--- src/rtl/alu_ctrl_pkg.sv ---
// Shared definitions for the round-robin ALU scheduler: opcodes, FSM encoding
// and a constant-width helper.
package alu_ctrl_pkg;

    localparam logic [2:0] OP_ADD = 3'b000;
    localparam logic [2:0] OP_SUB = 3'b001;
    localparam logic [2:0] OP_AND = 3'b010;
    localparam logic [2:0] OP_OR  = 3'b011;
    localparam logic [2:0] OP_NOT = 3'b100;
    localparam logic [2:0] OP_XOR = 3'b101;
    localparam logic [2:0] OP_SHL = 3'b110;
    localparam logic [2:0] OP_SHR = 3'b111;

    typedef enum logic [1:0] {
        IDLE    = 2'd0,
        ISSUE   = 2'd1,
        CAPTURE = 2'd2,
        RESP    = 2'd3
    } state_e;

    // Bits needed to index n items; never below 1 so single-bit ids stay legal.
    function automatic int clog2(input int n);
        int r;
        r = 1;
        for (int i = 1; i < 32; i++) begin
            if ((1 << i) < n) r = i + 1;
        end
        return r;
    endfunction

endpackage

--- src/rtl/rr_arbiter.sv ---
// Combinational round-robin arbiter: grants the first valid requester at or
// after ptr, wrapping modulo N_REQ.
module rr_arbiter
    import alu_ctrl_pkg::*;
#(
    parameter int N_REQ = 4,
    parameter int ID_W  = clog2(N_REQ)
) (
    input  logic [N_REQ-1:0] valid,
    input  logic [ID_W-1:0]  ptr,
    output logic [N_REQ-1:0] grant,
    output logic [ID_W-1:0]  grant_id,
    output logic             grant_any
);

    logic [ID_W:0]   sum;
    logic [ID_W-1:0] idx;

    // Scan from the farthest offset down so the nearest valid one wins last.
    always_comb begin
        grant     = '0;
        grant_id  = '0;
        grant_any = 1'b0;
        sum       = '0;
        idx       = '0;
        for (int k = N_REQ - 1; k >= 0; k--) begin
            sum = {1'b0, ptr} + (ID_W + 1)'(k);
            if (sum >= (ID_W + 1)'(N_REQ)) sum = sum - (ID_W + 1)'(N_REQ);
            idx = sum[ID_W-1:0];
            if (valid[idx]) begin
                grant      = '0;
                grant[idx] = 1'b1;
                grant_id   = idx;
                grant_any  = 1'b1;
            end
        end
    end

endmodule

--- src/rtl/alu_rr_sched.sv ---
// Shares one clock-gated ALU among N_REQ requesters: round-robin grant, one
// operation in flight, locally computed zero flag and a saturating op counter.
module alu_rr_sched
    import alu_ctrl_pkg::*;
#(
    parameter int N_REQ = 4,
    parameter int W     = 4,
    parameter int CNT_W = 16,
    localparam int ID_W = clog2(N_REQ)
) (
    input  logic               clk,
    input  logic               reset_n,
    input  logic [N_REQ-1:0]   req_valid,
    output logic [N_REQ-1:0]   req_ready,
    input  logic [N_REQ*W-1:0] req_a,
    input  logic [N_REQ*W-1:0] req_b,
    input  logic [N_REQ*3-1:0] req_op,
    output logic [W-1:0]       alu_a,
    output logic [W-1:0]       alu_b,
    output logic [2:0]         alu_op,
    output logic               alu_en,
    input  logic [W-1:0]       alu_result,
    output logic               rsp_valid,
    input  logic               rsp_ready,
    output logic [ID_W-1:0]    rsp_id,
    output logic [W-1:0]       rsp_result,
    output logic               rsp_zero,
    output logic               busy,
    output logic [CNT_W-1:0]   op_count,
    output state_e             state_dbg
);

    // valid/ready: a transfer happens on a rising edge where both are high;
    // the source holds valid and its payload until then, and may withdraw
    // valid only while ready is low.

    state_e           state, state_next;
    logic [ID_W-1:0]  rr_ptr;
    logic [ID_W-1:0]  grant_id;
    logic [N_REQ-1:0] grant;
    logic             grant_any;
    logic             accept;

    rr_arbiter #(
        .N_REQ (N_REQ),
        .ID_W  (ID_W)
    ) u_arb (
        .valid     (req_valid),
        .ptr       (rr_ptr),
        .grant     (grant),
        .grant_id  (grant_id),
        .grant_any (grant_any)
    );

    always_ff @(posedge clk or negedge reset_n) begin
        if (!reset_n) state <= IDLE;
        else          state <= state_next;
    end

    always_comb begin
        state_next = state;
        req_ready  = '0;
        case (state)
            IDLE: begin
                req_ready = grant;
                if (grant_any) state_next = ISSUE;
            end
            ISSUE:   state_next = CAPTURE;
            CAPTURE: state_next = RESP;
            RESP:    if (rsp_ready) state_next = IDLE;
            default: state_next = IDLE;
        endcase
    end

    assign accept    = |(req_valid & req_ready);
    assign rsp_valid = (state == RESP);
    assign busy      = (state != IDLE);
    assign state_dbg = state;

    // alu_en is the registered accept, so it is high for exactly the ISSUE cycle.
    always_ff @(posedge clk or negedge reset_n) begin
        if (!reset_n) begin
            rr_ptr     <= '0;
            alu_a      <= '0;
            alu_b      <= '0;
            alu_op     <= '0;
            alu_en     <= 1'b0;
            rsp_id     <= '0;
            rsp_result <= '0;
            rsp_zero   <= 1'b0;
            op_count   <= '0;
        end else begin
            alu_en <= accept;
            if (accept) begin
                alu_a  <= req_a[grant_id*W +: W];
                alu_b  <= req_b[grant_id*W +: W];
                alu_op <= req_op[grant_id*3 +: 3];
                rsp_id <= grant_id;
                rr_ptr <= (grant_id == ID_W'(N_REQ - 1)) ? '0 : grant_id + 1'b1;
            end
            if (state == CAPTURE) begin
                rsp_result <= alu_result;
                rsp_zero   <= (alu_result == '0);
            end
            if (rsp_valid && rsp_ready && (op_count != '1)) begin
                op_count <= op_count + 1'b1;
            end
        end
    end

endmodule
--- config.mk ---
export PLATFORM = sky130hd
export DESIGN_NAME = alu_rr_sched
export DESIGN_NICKNAME = d
export VERILOG_FILES = /design/src/rtl/alu_ctrl_pkg.sv /design/src/rtl/rr_arbiter.sv /design/src/rtl/alu_rr_sched.sv
export SDC_FILE = /design/constraint.sdc
export NUM_CORES = 1
export LEC_CHECK = 0
export BUFFER_PORTS_ARGS = -buffer_cell sky130_fd_sc_hd__buf_2
export CORE_UTILIZATION = 45
export DETAILED_ROUTE_END_ITERATION = 7
export MAX_ROUTING_LAYER = met4
export REMOVE_ABC_BUFFERS = 1
export SETUP_SLACK_MARGIN = 0.15
export SLEW_MARGIN = 20
export SYNTH_ARGS = -nofsm -noshare
export SYNTH_HDL_FRONTEND = slang
export SYNTH_SLANG_ARGS = --single-unit
export TNS_END_PERCENT = 10
--- constraint.sdc ---
create_clock -name clk -period 10.95 [get_ports clk]
set_clock_uncertainty 0.15 [all_clocks]
set_input_delay 2.19 -clock clk [delete_from_list [all_inputs] [get_ports clk]]
set_output_delay 2.19 -clock clk [all_outputs]
set_load 0.05 [all_outputs]
# --- Yosys cells after proc, flatten, opt, wreduce, memory -nomap -nowiden ---
# Index checks and enable logic that the tools add are counted.
totals:
  ff_bits: 99
  in_bits: 55
  output_inout_bits: 73
  word_cells: 91
classes:
  addsub: 9
  n_mul: 1
  n_lt_le_gt_ge: 12
  eq_ne: 7
  shifts: 3
  muxes: 37
  bitwise: 1
  reduce_logical: 11
ops:
  columns: ["op", "count"]
  rows:
  - ["$mux 32", 9]
  - ["$ge 32x1->1 const B", 4]
  - ["$lt 32x3->1 const B", 4]
  - ["$sub 32x3->32 const B", 4]
  - ["$ge 33x3->1 const B", 3]
  - ["$add 32x2->33 const B", 2]
  - ["$shiftx 16x33->4", 2]
  - ["$add 32x1->33 const B", 1]
  - ["$shiftx 12x33->3", 1]
  - ["$add 32x1->32 const B", 1]
  - ["$eq 32x2->1 const B", 1]
  - ["$ge 32x3->1 const B", 1]
  - ["$mul 32x2->32 const B", 1]
  - ["$mux 4", 5]
  - ["$add 16x1->16 const B", 1]
  - ["$ne 16x16->1 const B", 1]
  - ["$mux 1", 12]
  - ["$bmux 1 s2", 4]
  - ["$demux 1 s2", 4]
  - ["$pmux 2 s4", 1]
  - ["$logic_and 1x1->1", 6]
  - ["$and 4x4->4", 1]
  - ["$eq 2x2->1 const B", 2]
  - ["$logic_not 4->1", 1]
  - ["8 further kinds", 9]

# --- Depth between registers and ports, before layout ---
logic_depth:
  depth_word: 14
  depth_mapped: 28
  ltp_nobuf: 25

# --- By module ---
# Synthesis repeated with hierarchy kept, for this count alone.
unflattened:
  cells_unflattened: 1695
  hier_area_um2: 12710.9
by_module_without_submodules:
  columns: ["module", "n_inst", "cells_per_inst", "area_per_inst_um2", "seq_area_each_um2"]
  rows:
  - ["rr_arbiter", 1, 1165, 7453.4, 0.0]
  - ["alu_rr_sched", 1, 530, 5257.5, 2477.4]

# --- Least setup slack after synthesis ---
# Ideal clock, no wire load.
synth_timing:
  kind: "register -> output"
  startpoint: "reg rr_ptr[0]"
  endpoint: "out req_ready[0]"
  arrival_ns: 5.893
  required_ns: 8.610
  setup_slack_ns: 2.717
  stages_incl_launch_ff: 19
  n_path_buf: 5
  path_cell_list: "dfrtp_1 -> buf_2 -> buf_1 -> inv_1 -> ha_1 -> and4b_1 -> clkbuf_1 -> nand3_1 -> xnor2_1 -> or4_1 -> buf_2 -> or4_1 -> buf_2 -> nand3_1 -> xor2_1 -> or3_1 -> nor4bb_1 -> a22oi_1 -> a21boi_0"
synth_via:
  elab_chain_cells: 12
  elab_cells_between_ends: 48
  cone_classes: "7 x add/sub; 12 x order compare; 25 x mux; 4 x reduce/logical"
synth_rtl:
  columns: ["element", "line", "text"]
  rows:
  - ["from (decl)", "alu_rr_sched.sv:38", "logic [ID_W-1:0] rr_ptr;"]
  - ["from (signal assigned)", "alu_rr_sched.sv:99", "rr_ptr <= (grant_id == ID_W'(N_REQ - 1)) ? '0 : grant_id + 1'b1;"]
  - ["$add 32x2->33", "rr_arbiter.sv:27", "sum = {1'b0, ptr} + (ID_W + 1)'(k);"]
  - ["$sub 32x3->32 or $ge 33x3->1 (tied branches)", "rr_arbiter.sv:28", "if (sum >= (ID_W + 1)'(N_REQ)) sum = sum - (ID_W + 1)'(N_REQ);"]
  - ["$mux 32", "rr_arbiter.sv:28", null]
  - ["$ge 32x1->1 (implied by the code) or $lt 32x3->1 (tied branches)", "rr_arbiter.sv:32", "grant[idx] = 1'b1;"]
  - ["$logic_and 1x1->1 (implied by the code)", "rr_arbiter.sv:32", null]
  - ["$mux 1 (implied by the code)", "rr_arbiter.sv:32", null]
  - ["$demux 1 s2", null, null]
  - ["$mux 4 (3 in series)", "rr_arbiter.sv:30", "if (valid[idx]) begin"]
  - ["$mux 4 (*)", "rr_arbiter.sv:30", null]
  - ["$mux 4 (*)", "alu_rr_sched.sv:63", "case (state)"]
  - ["to (decl)", "alu_rr_sched.sv:14", "output logic [N_REQ-1:0] req_ready,"]
# Every way passes the cells marked *; elsewhere a longest branch is shown, timed or not. The select of a mux whose other input is x is not followed.

# --- Final worst setup path ---
layout_timing:
  startpoint: "reg rr_ptr[10]"
  endpoint: "out req_ready[1]"
# Same word-level chain as after synthesis.

==> flow_metrics.env <==
export IMPL_period_needed_ns=9.537
export IMPL_die_h_um=167.9
export IMPL_ir_drop_mv=0.2653
export IMPL_initialDrtViolationCount=2009
export IMPL_grt_pass1_wl_um=85230
export IMPL_hold_slack_ns=0.3305
export IMPL_async_reset_ff_frac=1.000
export IMPL_grt_pass1_vias=13270
export IMPL_critPathBufInv=1
export IMPL_coreArea_um2=26950
export IMPL_wl_per_cell_um=28.69
export IMPL_gr_total_overflow=0
export IMPL_grt_antenna_before_repair=0
export IMPL_yosysMostFrequentCell="nand2_1"
export IMPL_power_density_nw_per_um2=364.3
export IMPL_end_kind="output pin"
export IMPL_place_congestion=1.164
export IMPL_status="finished clean"
export IMPL_rows=60
export IMPL_hold_start="alu_a[1]"
export IMPL_maxCapViolations=0
export IMPL_io_buffers=127
export IMPL_clk_latency_ns=0.35
export IMPL_ioPinCount=128
export IMPL_synth_cells=1617
export IMPL_dieWidth_um=167.9
export IMPL_crit_required_ns=8.61
export IMPL_grt_start_max_net_pins=75
export IMPL_yosysUniqueCellTypes=99
export IMPL_synth_ff_type="dfrtp_1"
export IMPL_cts_buffers=9
export IMPL_drt_total_wl_um=57920
export IMPL_timing_rr_start="rr_ptr[10]"
export IMPL_final_max_slew_viol_count=0
export IMPL_fin_nets=1757
export IMPL_pwr_share_comb=0.817
export IMPL_n_antenna_cell=0
export IMPL_ctsRootBufferMaster="clkbuf_16"
export IMPL_hold_path_class="flip-flop to flip-flop"
export IMPL_startpoint_type="flip-flop"
export IMPL_max_freq_ghz=0.1049
export IMPL_fin_total_pwr_mw=4.921
export IMPL_rr_worst_depth=19
export IMPL_power_leakage_nw=5.585
export IMPL_die_area_um2=28190
export IMPL_ys_warn_count=0
export IMPL_crit_arrival_ns=7.20
export IMPL_crit_chain="nand4_1 -> or4_1 -> o21ai_0 -> and4_1 -> nand4_1 -> or4_1 -> nand3_1 -> xor2_1 -> or3_1 -> nor4bb_1 -> a221o_1 -> and2_1 -> buf_2"
export IMPL_crit_slowest_cell="dfrtp_1"
export IMPL_rsz0062_at_grt="no"
export IMPL_yosys_area_top_type="dfrtp_1"
export IMPL_synthTopCellsByArea="dfrtp_1, xnor2_1, nand2_1, and2_1, nor2_1"
export IMPL_fin_tns_setup_ns=0
export IMPL_synth_seq_cells=99
export IMPL_initial_core_util=0.4596
export IMPL_cts_tree="yes"
export IMPL_drc=0
export IMPL_p_sw_mw=3.009
export IMPL_post_route_cells_drive_above_1_share=0.1585
export IMPL_cts_setup_buffers=0
export IMPL_worst_slew_pin_slew_ns=1.183
export IMPL_pwr_share_clk=0.062
export IMPL_htreeDepth=3
export IMPL_synth_edf_count=0
export IMPL_cell_internal_pwr_mw=1.911
export IMPL_hold_end="alu_a[1]"
export IMPL_via_per_inst=7.013
export IMPL_yosysSeqAreaShare=0.2000
export IMPL_vias=14160
export IMPL_clkTransAtPathRegs_ns=0.07
export IMPL_cts_resized=0
export IMPL_cpPeakStageDelay_ns=0.95
export IMPL_postCtsHoldBufs=0
export IMPL_crit_type="flip-flop to output pin"
export IMPL_hold_depth=1
export IMPL_hold_violations=0
export IMPL_r2r_end="alu_op[2]"
export IMPL_ctsLongestPathBuffers=2
export IMPL_crit_cells=13
export IMPL_synthTopCellsByCount="nand2_1, xnor2_1, nor2_1, dfrtp_1, nand3_1"
export IMPL_p_sw_frac=0.6116
export IMPL_cp_max_fo=18
export IMPL_cts_sinks=99
export IMPL_post_route_util=0.5012
export IMPL_dpl_hpwl_um=44620
export IMPL_gr_usage_all_layers=0.4166
export IMPL_detail_route_antenna_nets=0
export IMPL_syn_area_um2=12390
export IMPL_finalCritPeriodShare=0.8709
export IMPL_setup_viol=0
export IMPL_rrSetupSlack_ns=2.82
export IMPL_avgSynthCellArea_um2=7.660
export IMPL_critPathTopFamily="simple AND/OR/NAND/NOR gates"
export IMPL_p_seq_frac=0.121
export IMPL_dr_pass1_iters=8
export IMPL_area_delta_synth_final_pct=9.051
export IMPL_synth_top_area_share=0.2000
export IMPL_slew_headroom=0.2010
==> through the flow <==
| step | cell area, µm² | worst slack [ns] | instances |
|---|---|---|---|
| floorplan | 11900 | 1.658 | 1506 |
| global placement | 13220 | 2.245 | 2003 |
| detailed placement | 13220 | 2.151 | 2003 |
| CTS | 13510 | 1.779 | 2019 |
| global route | 13510 | 1.285 | 2019 |
| finish | 13510 | 1.413 | 2019 |
==> sequential cells by signal, summed over array words and instances, names as in the netlist <==
signal and cells:
rsp_id 32, state_dbg 2, rsp_zero 1, op_count 16
alu_b 4, alu_op 3, rsp_result 4, rr_ptr 32
alu_en 1, alu_a 4
==> area by class of cell <==
class                           count  area, µm²
Clock buffer                       11      242.7
Clock inverter                      5      43.79
Fill cell                        2650      13440
Inverter                           36      135.1
Multi-Input combinational cell   1371       9325
Sequential cell                    99       2477
Tap cell                          341      426.7
Timing Repair Buffer              156      855.8
==> cell families after synthesis <==
family	count (synthesis)	synth area share
flip-flops	99	0.2000
AO/OA/AOI/OAI	320	0.1880
XOR/XNOR	158	0.1117
buffers and inverters	147	0.05041
multiplexers	45	0.04233
adder cells (fa/ha/maj)	29	0.02990
AND/OR/NAND/NOR	819	0.3776
==> worst max-delay path by stage <==
stage                          start      endpoint  slack, ns
after CTS                 rr_ptr[10]  req_ready[1]       1.78
after global routing       rr_ptr[1]  req_ready[1]       1.29
final                     rr_ptr[10]  req_ready[1]       1.41
after global placement     rr_ptr[1]  req_ready[3]       2.24
after detailed placement   rr_ptr[1]  req_ready[3]       2.15
after floorplan            rr_ptr[5]  req_ready[0]       1.66
==> placed cells by master (no fill, tap or decap), drive strengths merged, types with 7 or more instances in the layout <==
| cell | count |
|---|---|
| a2111oi | 17 |
| buf | 156 |
| o22ai | 7 |
| nand4 | 63 |
| xor2 | 38 |
| nand3 | 79 |
| a221oi | 8 |
| nand2b | 10 |
| a21oi | 49 |
| xnor2 | 120 |
| and2 | 76 |
| inv | 36 |
| mux2 | 19 |
| o21ai | 71 |
| nor2 | 112 |
| a211oi | 11 |
| or4 | 37 |
| and4 | 26 |
| a21boi | 9 |
| ha | 28 |
| nand4b | 8 |
| o31ai | 15 |
| or2 | 19 |
| or3 | 43 |
| o21a | 12 |
| a22oi | 7 |
| nor4 | 72 |
| mux2i | 22 |
| nand2 | 139 |
| a21o | 12 |
| and3 | 22 |
| o211ai | 11 |
| nor3 | 78 |
| nor3b | 7 |
| dfrtp | 99 |
| clkbuf | 11 |
| a31oi | 22 |
==> per-layer routing <==
metal	part of all wire	global-route usage	vias to the layer above
li1	-	-	6191
met1	0.38	0.5228	6742
met2	0.43	0.6284	1016
met3	0.12	0.07217	211
met4	0.072	0.2469	0
met5	0	-	-
==> power groups by stage <==
stage | Sequential [mW] | Combinational (mW) | Clock (mW)
after floorplan | 0.713 | 2.46 | 0
after global placement | 0.586 | 3.87 | 0
after detailed placement | 0.592 | 3.84 | 0
after CTS | 0.586 | 3.87 | 0.309
after global routing | 0.600 | 4.22 | 0.321
final | 0.595 | 4.02 | 0.305
No activity file was read; power rests on OpenSTA's default activity.
